`src/rtl/act_queue_pkg.sv`:
```
`default_nettype none
// ============================================================================
// Module      : act_queue_pkg
// Description : Shared types, default widths and helpers for the activation
//               queue reader: FSM state enum, {act, idx} field-slice helpers
//               and the clogb2 sizing function.
// Revision    : 1.0 - initial release
// ============================================================================
package act_queue_pkg;

    localparam int NB_DATA_DEF = 16;
    localparam int DATA_W_DEF  = 12;
    localparam int IDX_W_DEF   = 5;
    localparam int CNT_W_DEF   = 16;

    // Depth of the output buffer in front of the MAC datapath.
    localparam int SKID_DEPTH  = 2;

    typedef enum logic [1:0] {
        IDLE  = 2'd0,
        RUN   = 2'd1,
        DRAIN = 2'd2,
        DONE  = 2'd3
    } state_e;

    // Number of bits needed to encode values 0 .. value-1.
    function automatic int clogb2(input int value);
        int r;
        r = 0;
        for (int i = 0; i < 31; i++) begin
            if ((1 << i) < value) begin
                r = i + 1;
            end
        end
        return r;
    endfunction

    // Occupancy counter width: must represent 0 .. SKID_DEPTH inclusive.
    localparam int SKID_CNT_W = clogb2(SKID_DEPTH + 1);

    // Activation field of a queue word (upper bits above the index field).
    function automatic logic [31:0] word_act(input logic [31:0] word, input int idx_w);
        return word >> idx_w;
    endfunction

    // Index field of a queue word (low idx_w bits).
    function automatic logic [31:0] word_idx(input logic [31:0] word, input int idx_w);
        return word & ((32'd1 << idx_w) - 32'd1);
    endfunction

endpackage : act_queue_pkg
`default_nettype wire

```
`src/rtl/act_queue_reader_if.sv`:
```
`default_nettype none
// ============================================================================
// Module      : act_queue_reader_if
// Description : Bundles the queue-side handshake (stk_empty / rd_data /
//               read_fr_stk) and the MAC-side valid/ready output of the
//               activation queue reader.
//   master : reader view (drives read_fr_stk and out_*)
//   slave  : environment view (queue status unit, register file, MAC)
// Revision    : 1.0 - initial release
// ============================================================================
interface act_queue_reader_if
    import act_queue_pkg::*;
#(
    parameter int DATA_W = DATA_W_DEF,
    parameter int IDX_W  = IDX_W_DEF
);
    localparam int L_DATA = DATA_W + IDX_W;

    logic              stk_empty;
    logic [L_DATA-1:0] rd_data;
    logic              read_fr_stk;
    logic              out_valid;
    logic              out_ready;
    logic [DATA_W-1:0] out_act;
    logic [IDX_W-1:0]  out_idx;

    modport master (
        input  stk_empty, rd_data, out_ready,
        output read_fr_stk, out_valid, out_act, out_idx
    );

    modport slave (
        output stk_empty, rd_data, out_ready,
        input  read_fr_stk, out_valid, out_act, out_idx
    );

endinterface : act_queue_reader_if
`default_nettype wire

```
`src/rtl/act_out_skid.sv`:
```
`default_nettype none
// ============================================================================
// Module      : act_out_skid
// Description : 2-entry in-order valid/ready buffer. Head entry is always in
//               slot 0 so the output is a plain register read; a pop shifts
//               slot 1 forward.
// Ports       :
//   clk, rst        clock, asynchronous active-high reset
//   push/push_data  write request and word (ignored unless push_ready)
//   push_ready      room for a write this cycle (full but popping counts)
//   head_valid      buffer not empty
//   head_ready      consumer accepts the head this cycle
//   head_data       head entry (held stable until accepted)
//   count           current occupancy 0..2
// Revision    : 1.0 - initial release
// ============================================================================
module act_out_skid
    import act_queue_pkg::*;
#(
    parameter int W = DATA_W_DEF + IDX_W_DEF
) (
    input  wire logic                  clk,
    input  wire logic                  rst,
    input  wire logic                  push,
    input  wire logic [W-1:0]          push_data,
    output logic                       push_ready,
    output logic                       head_valid,
    input  wire logic                  head_ready,
    output logic [W-1:0]               head_data,
    output logic [SKID_CNT_W-1:0]      count
);

    localparam logic [SKID_CNT_W-1:0] CNT_ZERO = '0;
    localparam logic [SKID_CNT_W-1:0] CNT_ONE  = SKID_CNT_W'(1);
    localparam logic [SKID_CNT_W-1:0] CNT_FULL = SKID_CNT_W'(SKID_DEPTH);

    logic [W-1:0]          e0_q, e0_d;
    logic [W-1:0]          e1_q, e1_d;
    logic [SKID_CNT_W-1:0] cnt_q, cnt_d;
    logic                  w_pop;
    logic                  w_push;

    assign w_pop      = (cnt_q != CNT_ZERO) && head_ready;
    // A full buffer still takes a write when the head leaves the same cycle.
    assign push_ready = (cnt_q != CNT_FULL) || w_pop;
    assign w_push     = push && push_ready;

    assign head_valid = (cnt_q != CNT_ZERO);
    assign head_data  = e0_q;
    assign count      = cnt_q;

    always_comb begin
        e0_d  = e0_q;
        e1_d  = e1_q;
        cnt_d = cnt_q;
        case ({w_push, w_pop})
            2'b11: begin
                // Occupancy unchanged; the new word lands behind whatever remains.
                if (cnt_q == CNT_ONE) begin
                    e0_d = push_data;
                end else begin
                    e0_d = e1_q;
                    e1_d = push_data;
                end
            end
            2'b10: begin
                if (cnt_q == CNT_ZERO) begin
                    e0_d = push_data;
                end else begin
                    e1_d = push_data;
                end
                cnt_d = cnt_q + CNT_ONE;
            end
            2'b01: begin
                e0_d  = e1_q;
                cnt_d = cnt_q - CNT_ONE;
            end
            default: begin
            end
        endcase
    end

    always_ff @(posedge clk or posedge rst) begin
        if (rst) begin
            e0_q  <= '0;
            e1_q  <= '0;
            cnt_q <= '0;
        end else begin
            e0_q  <= e0_d;
            e1_q  <= e1_d;
            cnt_q <= cnt_d;
        end
    end

endmodule : act_out_skid
`default_nettype wire

```
`src/rtl/act_queue_reader.sv`:
```
`default_nettype none
// ============================================================================
// Module      : act_queue_reader
// Description : Consumer-side controller for the PE activation queue. Pops the
//               queue while running or draining, captures {act, idx} from the
//               register file at the read pointer and hands entries to the MAC
//               datapath through a 2-entry output buffer.
// Ports       :
//   clk, rst     clock, asynchronous active-high reset
//   en           enables fetching while in RUN
//   drain_req    single-cycle request to empty the queue
//   bus          act_queue_reader_if.master: stk_empty, rd_data, read_fr_stk,
//                out_valid, out_ready, out_act, out_idx
//   busy         high in RUN or DRAIN
//   drain_done   one-cycle pulse when a drain completes
//   pop_cnt      total pops since reset (wraps)
//   skip_cnt     zero-activation words dropped (0 when zero-skip is built out)
// Build option: define ACT_QUEUE_READER_ZERO_SKIP_EN to drop popped words
//               whose act field is zero instead of forwarding them.
// Revision    : 1.0 - initial release
// ============================================================================
module act_queue_reader
    import act_queue_pkg::*;
#(
    parameter int NB_DATA = NB_DATA_DEF,
    parameter int DATA_W  = DATA_W_DEF,
    parameter int IDX_W   = IDX_W_DEF,
    parameter int CNT_W   = CNT_W_DEF
) (
    input  wire logic               clk,
    input  wire logic               rst,
    input  wire logic               en,
    input  wire logic               drain_req,
    act_queue_reader_if.master      bus,
    output logic                    busy,
    output logic                    drain_done,
    output logic [CNT_W-1:0]        pop_cnt,
    output logic [CNT_W-1:0]        skip_cnt
);

    localparam int L_DATA = DATA_W + IDX_W;

    state_e                state_q, state_d;
    logic [CNT_W-1:0]      pop_cnt_q, pop_cnt_d;

    logic                  w_fetch;
    logic                  w_pop;
    logic                  w_push;
    logic                  w_push_ready;
    logic                  w_head_valid;
    logic [L_DATA-1:0]     w_head_data;
    logic [SKID_CNT_W-1:0] w_buf_cnt;

    // ------------------------------------------------------------------
    // Pop decision. In RUN the en sample gates the pop in the same cycle,
    // so the cycle en drops never pops. push_ready already folds in the
    // "full but the head leaves this cycle" case.
    // ------------------------------------------------------------------
    assign w_fetch = ((state_q == RUN) && en) || (state_q == DRAIN);
    assign w_pop   = w_fetch && !bus.stk_empty && w_push_ready;
    assign bus.read_fr_stk = w_pop;

`ifdef ACT_QUEUE_READER_ZERO_SKIP_EN
    logic             w_is_zero;
    logic [CNT_W-1:0] skip_cnt_q, skip_cnt_d;

    assign w_is_zero = (DATA_W'(word_act(32'(bus.rd_data), IDX_W)) == '0);
    assign w_push    = w_pop && !w_is_zero;

    always_comb begin
        skip_cnt_d = skip_cnt_q;
        if (w_pop && w_is_zero) begin
            skip_cnt_d = skip_cnt_q + CNT_W'(1);
        end
    end

    always_ff @(posedge clk or posedge rst) begin
        if (rst) begin
            skip_cnt_q <= '0;
        end else begin
            skip_cnt_q <= skip_cnt_d;
        end
    end

    assign skip_cnt = skip_cnt_q;
`else
    assign w_push   = w_pop;
    assign skip_cnt = '0;
`endif

    act_out_skid #(
        .W          (L_DATA)
    ) u_skid (
        .clk        (clk),
        .rst        (rst),
        .push       (w_push),
        .push_data  (bus.rd_data),
        .push_ready (w_push_ready),
        .head_valid (w_head_valid),
        .head_ready (bus.out_ready),
        .head_data  (w_head_data),
        .count      (w_buf_cnt)
    );

    assign bus.out_valid = w_head_valid;
    assign bus.out_act   = DATA_W'(word_act(32'(w_head_data), IDX_W));
    assign bus.out_idx   = IDX_W'(word_idx(32'(w_head_data), IDX_W));

    // ------------------------------------------------------------------
    // Control FSM
    // ------------------------------------------------------------------
    always_comb begin
        state_d    = state_q;
        busy       = 1'b0;
        drain_done = 1'b0;
        case (state_q)
            IDLE: begin
                if (drain_req) begin
                    state_d = DRAIN;
                end else if (en) begin
                    state_d = RUN;
                end
            end
            RUN: begin
                busy = 1'b1;
                if (drain_req) begin
                    state_d = DRAIN;
                end else if (!en) begin
                    state_d = IDLE;
                end
            end
            DRAIN: begin
                busy = 1'b1;
                // Captures land in the buffer on the pop edge, so an empty
                // queue plus an empty buffer means nothing is left anywhere.
                if (bus.stk_empty && (w_buf_cnt == '0) && !w_pop) begin
                    state_d = DONE;
                end
            end
            DONE: begin
                drain_done = 1'b1;
                state_d    = IDLE;
            end
            default: begin
                state_d = IDLE;
            end
        endcase
    end

    always_comb begin
        pop_cnt_d = pop_cnt_q;
        if (w_pop) begin
            pop_cnt_d = pop_cnt_q + CNT_W'(1);
        end
    end

    always_ff @(posedge clk or posedge rst) begin
        if (rst) begin
            state_q   <= IDLE;
            pop_cnt_q <= '0;
        end else begin
            state_q   <= state_d;
            pop_cnt_q <= pop_cnt_d;
        end
    end

    assign pop_cnt = pop_cnt_q;

endmodule : act_queue_reader
`default_nettype wire

```
`src/flat_wrapper.sv`:
```
// flat-port wrapper written by rule: the top's interface ports become plain ports
module act_queue_reader_flat import act_queue_pkg::*;
#(
    parameter int NB_DATA = NB_DATA_DEF,
    parameter int DATA_W  = DATA_W_DEF,
    parameter int IDX_W   = IDX_W_DEF,
    parameter int CNT_W   = CNT_W_DEF
)
  (clk, rst, en, drain_req, busy, drain_done, pop_cnt, skip_cnt, bus_stk_empty, bus_rd_data, bus_out_ready, bus_read_fr_stk, bus_out_valid, bus_out_act, bus_out_idx);
  act_queue_reader_if #(.DATA_W(DATA_W), .IDX_W(IDX_W)) bus_i ();
  input  wire logic clk;
  input  wire logic rst;
  input  wire logic en;
  input  wire logic drain_req;
  output logic busy;
  output logic drain_done;
  output logic [CNT_W-1:0] pop_cnt;
  output logic [CNT_W-1:0] skip_cnt;
  input wire logic [$bits(bus_i.stk_empty)-1:0] bus_stk_empty;
  input wire logic [$bits(bus_i.rd_data)-1:0] bus_rd_data;
  input wire logic [$bits(bus_i.out_ready)-1:0] bus_out_ready;
  output wire logic [$bits(bus_i.read_fr_stk)-1:0] bus_read_fr_stk;
  output wire logic [$bits(bus_i.out_valid)-1:0] bus_out_valid;
  output wire logic [$bits(bus_i.out_act)-1:0] bus_out_act;
  output wire logic [$bits(bus_i.out_idx)-1:0] bus_out_idx;
  assign bus_i.stk_empty = bus_stk_empty;
  assign bus_i.rd_data = bus_rd_data;
  assign bus_i.out_ready = bus_out_ready;
  assign bus_read_fr_stk = bus_i.read_fr_stk;
  assign bus_out_valid = bus_i.out_valid;
  assign bus_out_act = bus_i.out_act;
  assign bus_out_idx = bus_i.out_idx;
  act_queue_reader #(.NB_DATA(NB_DATA), .DATA_W(DATA_W), .IDX_W(IDX_W), .CNT_W(CNT_W)) u_core (.clk(clk), .rst(rst), .en(en), .drain_req(drain_req), .bus(bus_i), .busy(busy), .drain_done(drain_done), .pop_cnt(pop_cnt), .skip_cnt(skip_cnt));
endmodule
```
`config.mk`:
```
export PLATFORM = sky130hd
export DESIGN_NAME = act_queue_reader_flat
export DESIGN_NICKNAME = d
export VERILOG_FILES = /design/src/rtl/act_queue_pkg.sv /design/src/rtl/act_queue_reader_if.sv /design/src/rtl/act_out_skid.sv /design/src/rtl/act_queue_reader.sv /design/src/flat_wrapper.sv
export SDC_FILE = /design/constraint.sdc
export NUM_CORES = 1
export LEC_CHECK = 0
export BUFFER_PORTS_ARGS = -buffer_cell sky130_fd_sc_hd__buf_2
export CORE_ASPECT_RATIO = 1.1
export CORE_MARGIN = 3
export CORE_UTILIZATION = 56
export DETAILED_ROUTE_END_ITERATION = 10
export HOLD_SLACK_MARGIN = 0.1
export PLACE_DENSITY_LB_ADDON = 0.08
export SLEW_MARGIN = 10
export SYNTH_ARGS = -nofsm -noshare
export SYNTH_HDL_FRONTEND = slang
export SYNTH_SLANG_ARGS = --single-unit
```
`constraint.sdc`:
```
create_clock -name clk -period 7.25 [get_ports clk]
set_input_delay 1.45 -clock clk [delete_from_list [all_inputs] [get_ports clk]]
set_output_delay 1.45 -clock clk [all_outputs]
set_load 0.02 [all_outputs]
```
Word-level counts from Yosys, hierarchy flattened
Index checks and enable logic that the tools add are counted.

operators by class
  add/subtract/negate cells = 3
  eq/ne operators = 14
  mux-type cells = 15
  reduce and logical (&&, ||, !) cells = 21

operators with widths
  operator               count
  $mux 17                4
  $pmux 17 s3            1
  $pmux 17 s2            1
  $add 16x1->16 const B  1
  $mux 2                 5
  $eq 2x2->1 const B     4
  $ne 2x2->1 const B     4
  $pmux 2 s4             1
  $logic_and 1x1->1      7
  $eq 2x1->1 const B     3
  $ne 3x3->1 const B     2
  $reduce_and 3->1       2
  $reduce_bool 2->1      3
  $logic_not 2->1        2
  $pmux 2 s2             1
  $reduce_bool 3->1      1
  $add 2x1->2 const B    1
  $logic_not 1->1        2
  $logic_or 1x1->1       2
  $mux 1                 2
  $ne 2x1->1 const B     1
  $reduce_and 2->1       1
  $reduce_or 2->1        1
  $sub 2x1->2 const B    1

storage, ports and cells
  flip-flop bits (word level) = 54
  bits of input ports = 23
  output and inout port bits = 53
  word-level logic and storage cells = 58

Depth between registers and ports, before layout
  depth after elaboration = 9
  gate-level depth with buffers = 13
  gate-level depth less buffers = 11

Cells and area by module
A second synthesis with hierarchy kept.

second synthesis, totals
  cell total of the unflattened synthesis = 283
  area, all modules = 3377.0 sq um

by module, submodules not included
  module            instances  cells each  area each (sq um)  seq. area each (sq um)
  act_out_skid      1          183         2278.4             900.9
  act_queue_reader  1          100         1098.6             450.4

Least setup slack after synthesis
Ideal clock, no wire load.

  kind = input to output
  from = input bus_out_ready
  to = output bus_read_fr_stk
  data arrival time = 2144 ps
  required time = 5800 ps
  setup slack = 3656 ps
  cell stages on the path = 4
  buffers on the path = 1
  cells stage by stage = nor2b_4 > inv_2 > a211oi_4 > buf_6

on the way
  word-level cells in the longest chain between the ends = 3

RTL lines
  item               RTL line                RTL
  start, declared    flat_wrapper.sv:21      input wire logic [$bits(bus_i.out_ready)-1:0] bus_out_ready;
  $logic_and 1x1->1  act_out_skid.sv:43      assign w_pop = (cnt_q != CNT_ZERO) && head_ready;
  $logic_or 1x1->1   act_out_skid.sv:45      assign push_ready = (cnt_q != CNT_FULL) || w_pop;
  $logic_and 1x1->1  act_queue_reader.sv:60  assign w_pop = w_fetch && !bus.stk_empty && w_push_ready;
  end, declared      flat_wrapper.sv:22      output wire logic [$bits(bus_i.read_fr_stk)-1:0] bus_read_fr_stk;

No other way between the ends.

Final worst setup path
  from = input bus_out_ready
  to = register u_core.u_skid.e0_q[6], in the netlist u_core.u_skid.head_data[6]

on the way
  word-level cells in the longest chain between the ends = 7
  elaborated cells between the ends (all ways) = 11
  those cells by class = 4 x eq/ne; 1 x mux; 6 x reduce/logical

RTL lines
  item                                                                     RTL line                RTL
  $logic_and 1x1->1 *                                                      act_out_skid.sv:43
  $logic_or 1x1->1                                                         act_out_skid.sv:45
  $logic_and 1x1->1                                                        act_queue_reader.sv:60
  $logic_and 1x1->1                                                        act_out_skid.sv:46      assign w_push = push && push_ready;
  $eq 2x2->1 / $eq 2x1->1 (equally long branches)                          act_out_skid.sv:56      case ({w_push, w_pop})
  $ne 2x1->1 (no source line) / $reduce_bool 3->1 (equally long branches)  --
  $reduce_and 2->1 (no source line)                                        --
  end signal, assigned                                                     act_out_skid.sv:85      e0_q <= '0;
  end signal, assigned                                                     act_out_skid.sv:89      e0_q <= e0_d;
  end, declared                                                            act_out_skid.sv:37      logic [W-1:0] e0_q, e0_d;

Every way passes the cells marked *; elsewhere a longest branch is shown, timed or not.
A chain may end at the register's enable or synchronous reset.

==> run_results.csv <==
group,metric,value,unit
run_status,outcome,"finished, final reports clean",
routing,viasPerCell,5.47,
sta,finalCritPeriodShare,57.0,%
die,start_util,58.8,%
synthesis,ys_types,37,
clock_tree,cts_max_path_buffers,2,
sta,setup_tns,0,ps
clock_tree,insertion_delay,310,ps
global_route,track_usage,19.7,%
placed_design,hpwl,3.67,mm
global_route,antenna_found_initial,0,
synthesis,seq_area_frac_synth,49.1,%
setup_path,arrival,4370,ps
clock_tree,cts_resized,0,
global_route,grt_max_degree,55,
power_and_ir_drop,power.density,445,nW/um^2
final_layout,drive_above_1_share,30.2,%
global_route,grt_pass1_vias,1919,
global_route,grt-ovfl-total,0,
power_and_ir_drop,pwr-share-seq,35.9,%
sta,hold_viol,0,
clock_tree,post_cts_buffers,0,
setup_path,cp_max_fo,15,
die,die-area,5790,sq um
clock_tree,cts_buffers,5,
power_and_ir_drop,peakVddDrop,0.258,mV
routing,wl,5.19,mm
sta,clock_skew,5.41,ps
clock_tree,clkSinkCount,54,
routing,ant_nets,0,
power_and_ir_drop,switching_share,40.6,%
routing,drt_iter0_markers,79,
sta,slew_headroom,34.1,%
die,coreArea,4680,sq um
sta,worst_slack,3110,ps
setup_path,worstSetupStartpointType,"input pin",
die,die_h,79.5,um
run,cap_violations,0,
clock_tree,ctsHtreeMaxLevel,2,
power_and_ir_drop,combPwrFrac,46.7,%
routing,wl_per_cell,14.8,um
hold_path,min_path_type,"flop to flop",
sta,slew_violations,0,
placed_design,preCtsSetupSlack,2790,ps
clock_tree,ctsHoldBuffers,0,
die,ioPinCount,76,
synthesis,synthCells,238,
synthesis,ys_ff_latch,54,
setup_path,path_class,"input pin to flop",
routing,route.vias.total,1921,
power_and_ir_drop,p_int,0.000832,W
power_and_ir_drop,pwr-share-clk,17.4,%
synthesis,synthArstFlopShare,100,%
clock_tree,cts.clk_slew.worst_paths,100,ps
power_and_ir_drop,p_leak,1.53,nW
sta,min_period,4140,ps
sta,tightest_slew,988,ps
synthesis,synth-main-ff-cell,"dfrtp_1",
setup_path,required,7480,ps
sta,setup_viol,0,
setup_path,critPathCaptureType,"flop",
synthesis,netlist_area,2750,sq um
placed_design,place_congestion,0.740,
synthesis,synth.avg_cell_area,11.6,sq um
sta,max_freq,0.242,GHz
final_layout,syn2layout_area_growth,14.5,%
final_layout,layout.nets,329,
synthesis,yosys_warnings,0,
routing,remaining_drc_errors,0,
power_and_ir_drop,switchingPower,0.000570,W
clock_tree,cts_root_buffer,"clkbuf_8",
global_route,grt_pass1_wl,8.92,mm
final_layout,diodes,0,
routing,drtPass1Iterations,4,
clock_tree,cts_tree,"built",
sta,rsz0062_at_grt,"no",
die,die_w,72.8,um
synthesis,synth_edf_count,0,
die,row_count,26,
placed_design,portBuffers,59,
==> cell type report <==
class	instances	area, sq um
clock inverter	2	60.1
tap	56	70.1
sequential	54	1350
fill	368	1530
inverter	10	37.5
multi-input combinational	163	1250
clock buffer	6	82.6
timing repair buffer	60	303
==> worst paths after layout <==
check | start | slack [ps] | to | depth (start not counted)
setup / recovery | bus_out_ready | 3110 | u_core.u_skid.head_data[6] | 10
hold / removal | u_core.u_skid.head_data[0] | 480 | u_core.u_skid.head_data[0] | 1
setup reg to reg | u_core.u_skid.count[0] | 3580 | u_core.u_skid.head_data[6] | 11
hold reg to reg | u_core.u_skid.head_data[0] | 480 | u_core.u_skid.head_data[0] | 1
max in group asynchronous | rst | 5500 | u_core.u_skid.head_data[0] | 3
min in group asynchronous | rst | 1310 | u_core.pop_cnt[15] | 3
==> per-layer routing <==
layer	track usage (%)	part of all wire, %
met1	25.0	44
met2	33.0	49
met3	4.28	5.3
met4	6.83	1.3
met5	0	0
==> layout by cell type (no fill, tap or decap), types with 5 or more instances in the layout <==
master | Yosys | layout
inv_1 | 9 | 8
mux2_2 | 12 | 12
buf_2 | 4 | 59
nand4_1 | 7 | 7
mux2_1 | 6 | 6
clkbuf_8 | 0 | 6
xnor2_1 | 14 | 14
a32oi_1 | 13 | 13
mux2i_1 | 5 | 5
conb_1 | 1 | 16
ha_1 | 12 | 12
o21ai_1 | 15 | 15
dfrtp_1 | 54 | 54
nand2_1 | 21 | 21
==> stage by stage <==
| stage | hold WS (ps) | total power, W | instances | utilization, % | instance area (sq um) |
|---|---|---|---|---|---|
| detailed placement | 461 | 0.00117 | 343 | 64.2 | 3010 |
| CTS | 483 | 0.00141 | 351 | 67.3 | 3150 |
| floorplan | 458 | 0.00102 | 253 | - | 2810 |
| finish | 478 | 0.00140 | 351 | 67.3 | 3150 |
| global placement | 457 | 0.00114 | 343 | 64.2 | 3010 |
| global route | 496 | 0.00152 | 351 | 67.3 | 3150 |
==> power by group through the flow <==
stage               registers (W)  logic, W  clock network [W]
floorplan                0.000559  0.000462                  0
global placement         0.000502  0.000642                  0
detailed placement       0.000508  0.000661                  0
CTS                      0.000502  0.000662           0.000250
global route             0.000519  0.000735           0.000262
finish                   0.000503  0.000655           0.000245
==> flip-flops by register name, summed over array words and instances, names as in the netlist <==
signal	count
u_core.pop_cnt	16
u_core.state_q	2
u_core.u_skid.e1_q	17
u_core.u_skid.count	2
u_core.u_skid.head_data	17
==> cell usage after synthesis (2+ instances only) <==
cell / instances / area share (%)
a21o_1: 4 / 1.1
inv_1: 9 / 1.2
mux2_2: 12 / 4.9
a221oi_1: 4 / 1.3
a21oi_1: 2 / 0.36
mux2i_1: 5 / 1.8
and4_1: 4 / 1.3
xor2_1: 3 / 0.95
a21oi_2: 2 / 0.64
nand2_1: 21 / 2.9
nand4_1: 7 / 1.6
ha_1: 12 / 5.5
a211oi_1: 4 / 1.1
nand3_1: 4 / 0.73
dfrtp_1: 54 / 49
buf_2: 4 / 0.73
o21ai_1: 15 / 2.7
mux2_1: 6 / 2.5
and3_1: 2 / 0.45
clkbuf_1: 4 / 0.55
xnor2_1: 14 / 4.5
a32oi_1: 13 / 4.1
buf_4: 17 / 4.6
and2_1: 2 / 0.45
o21ai_0: 2 / 0.36
==> logic make-up after synthesis <==
logic type                 Yosys count  synth area share (%)
adders and majority gates           12                  5.45
other                                1                 0.136
DFF                                 54                  49.1
and+or+nand+nor                     43                  8.41
muxes                               23                  9.18
buffers and inverters               36                  7.68
AOI/OAI and AO/OA                   52                  14.6
xor gates and xnor gates            17                  5.41
==> critical path, cell delays in order <==
cell and delay [ps]:
buf_2 80, nor2b_4 150, inv_2 80, a211oi_4 590, inv_1 100, ha_1 570
nand2_1 390, o21ai_1 610, a32oi_1 130, o21ai_1 190
Power figures use the tool's default switching activity.
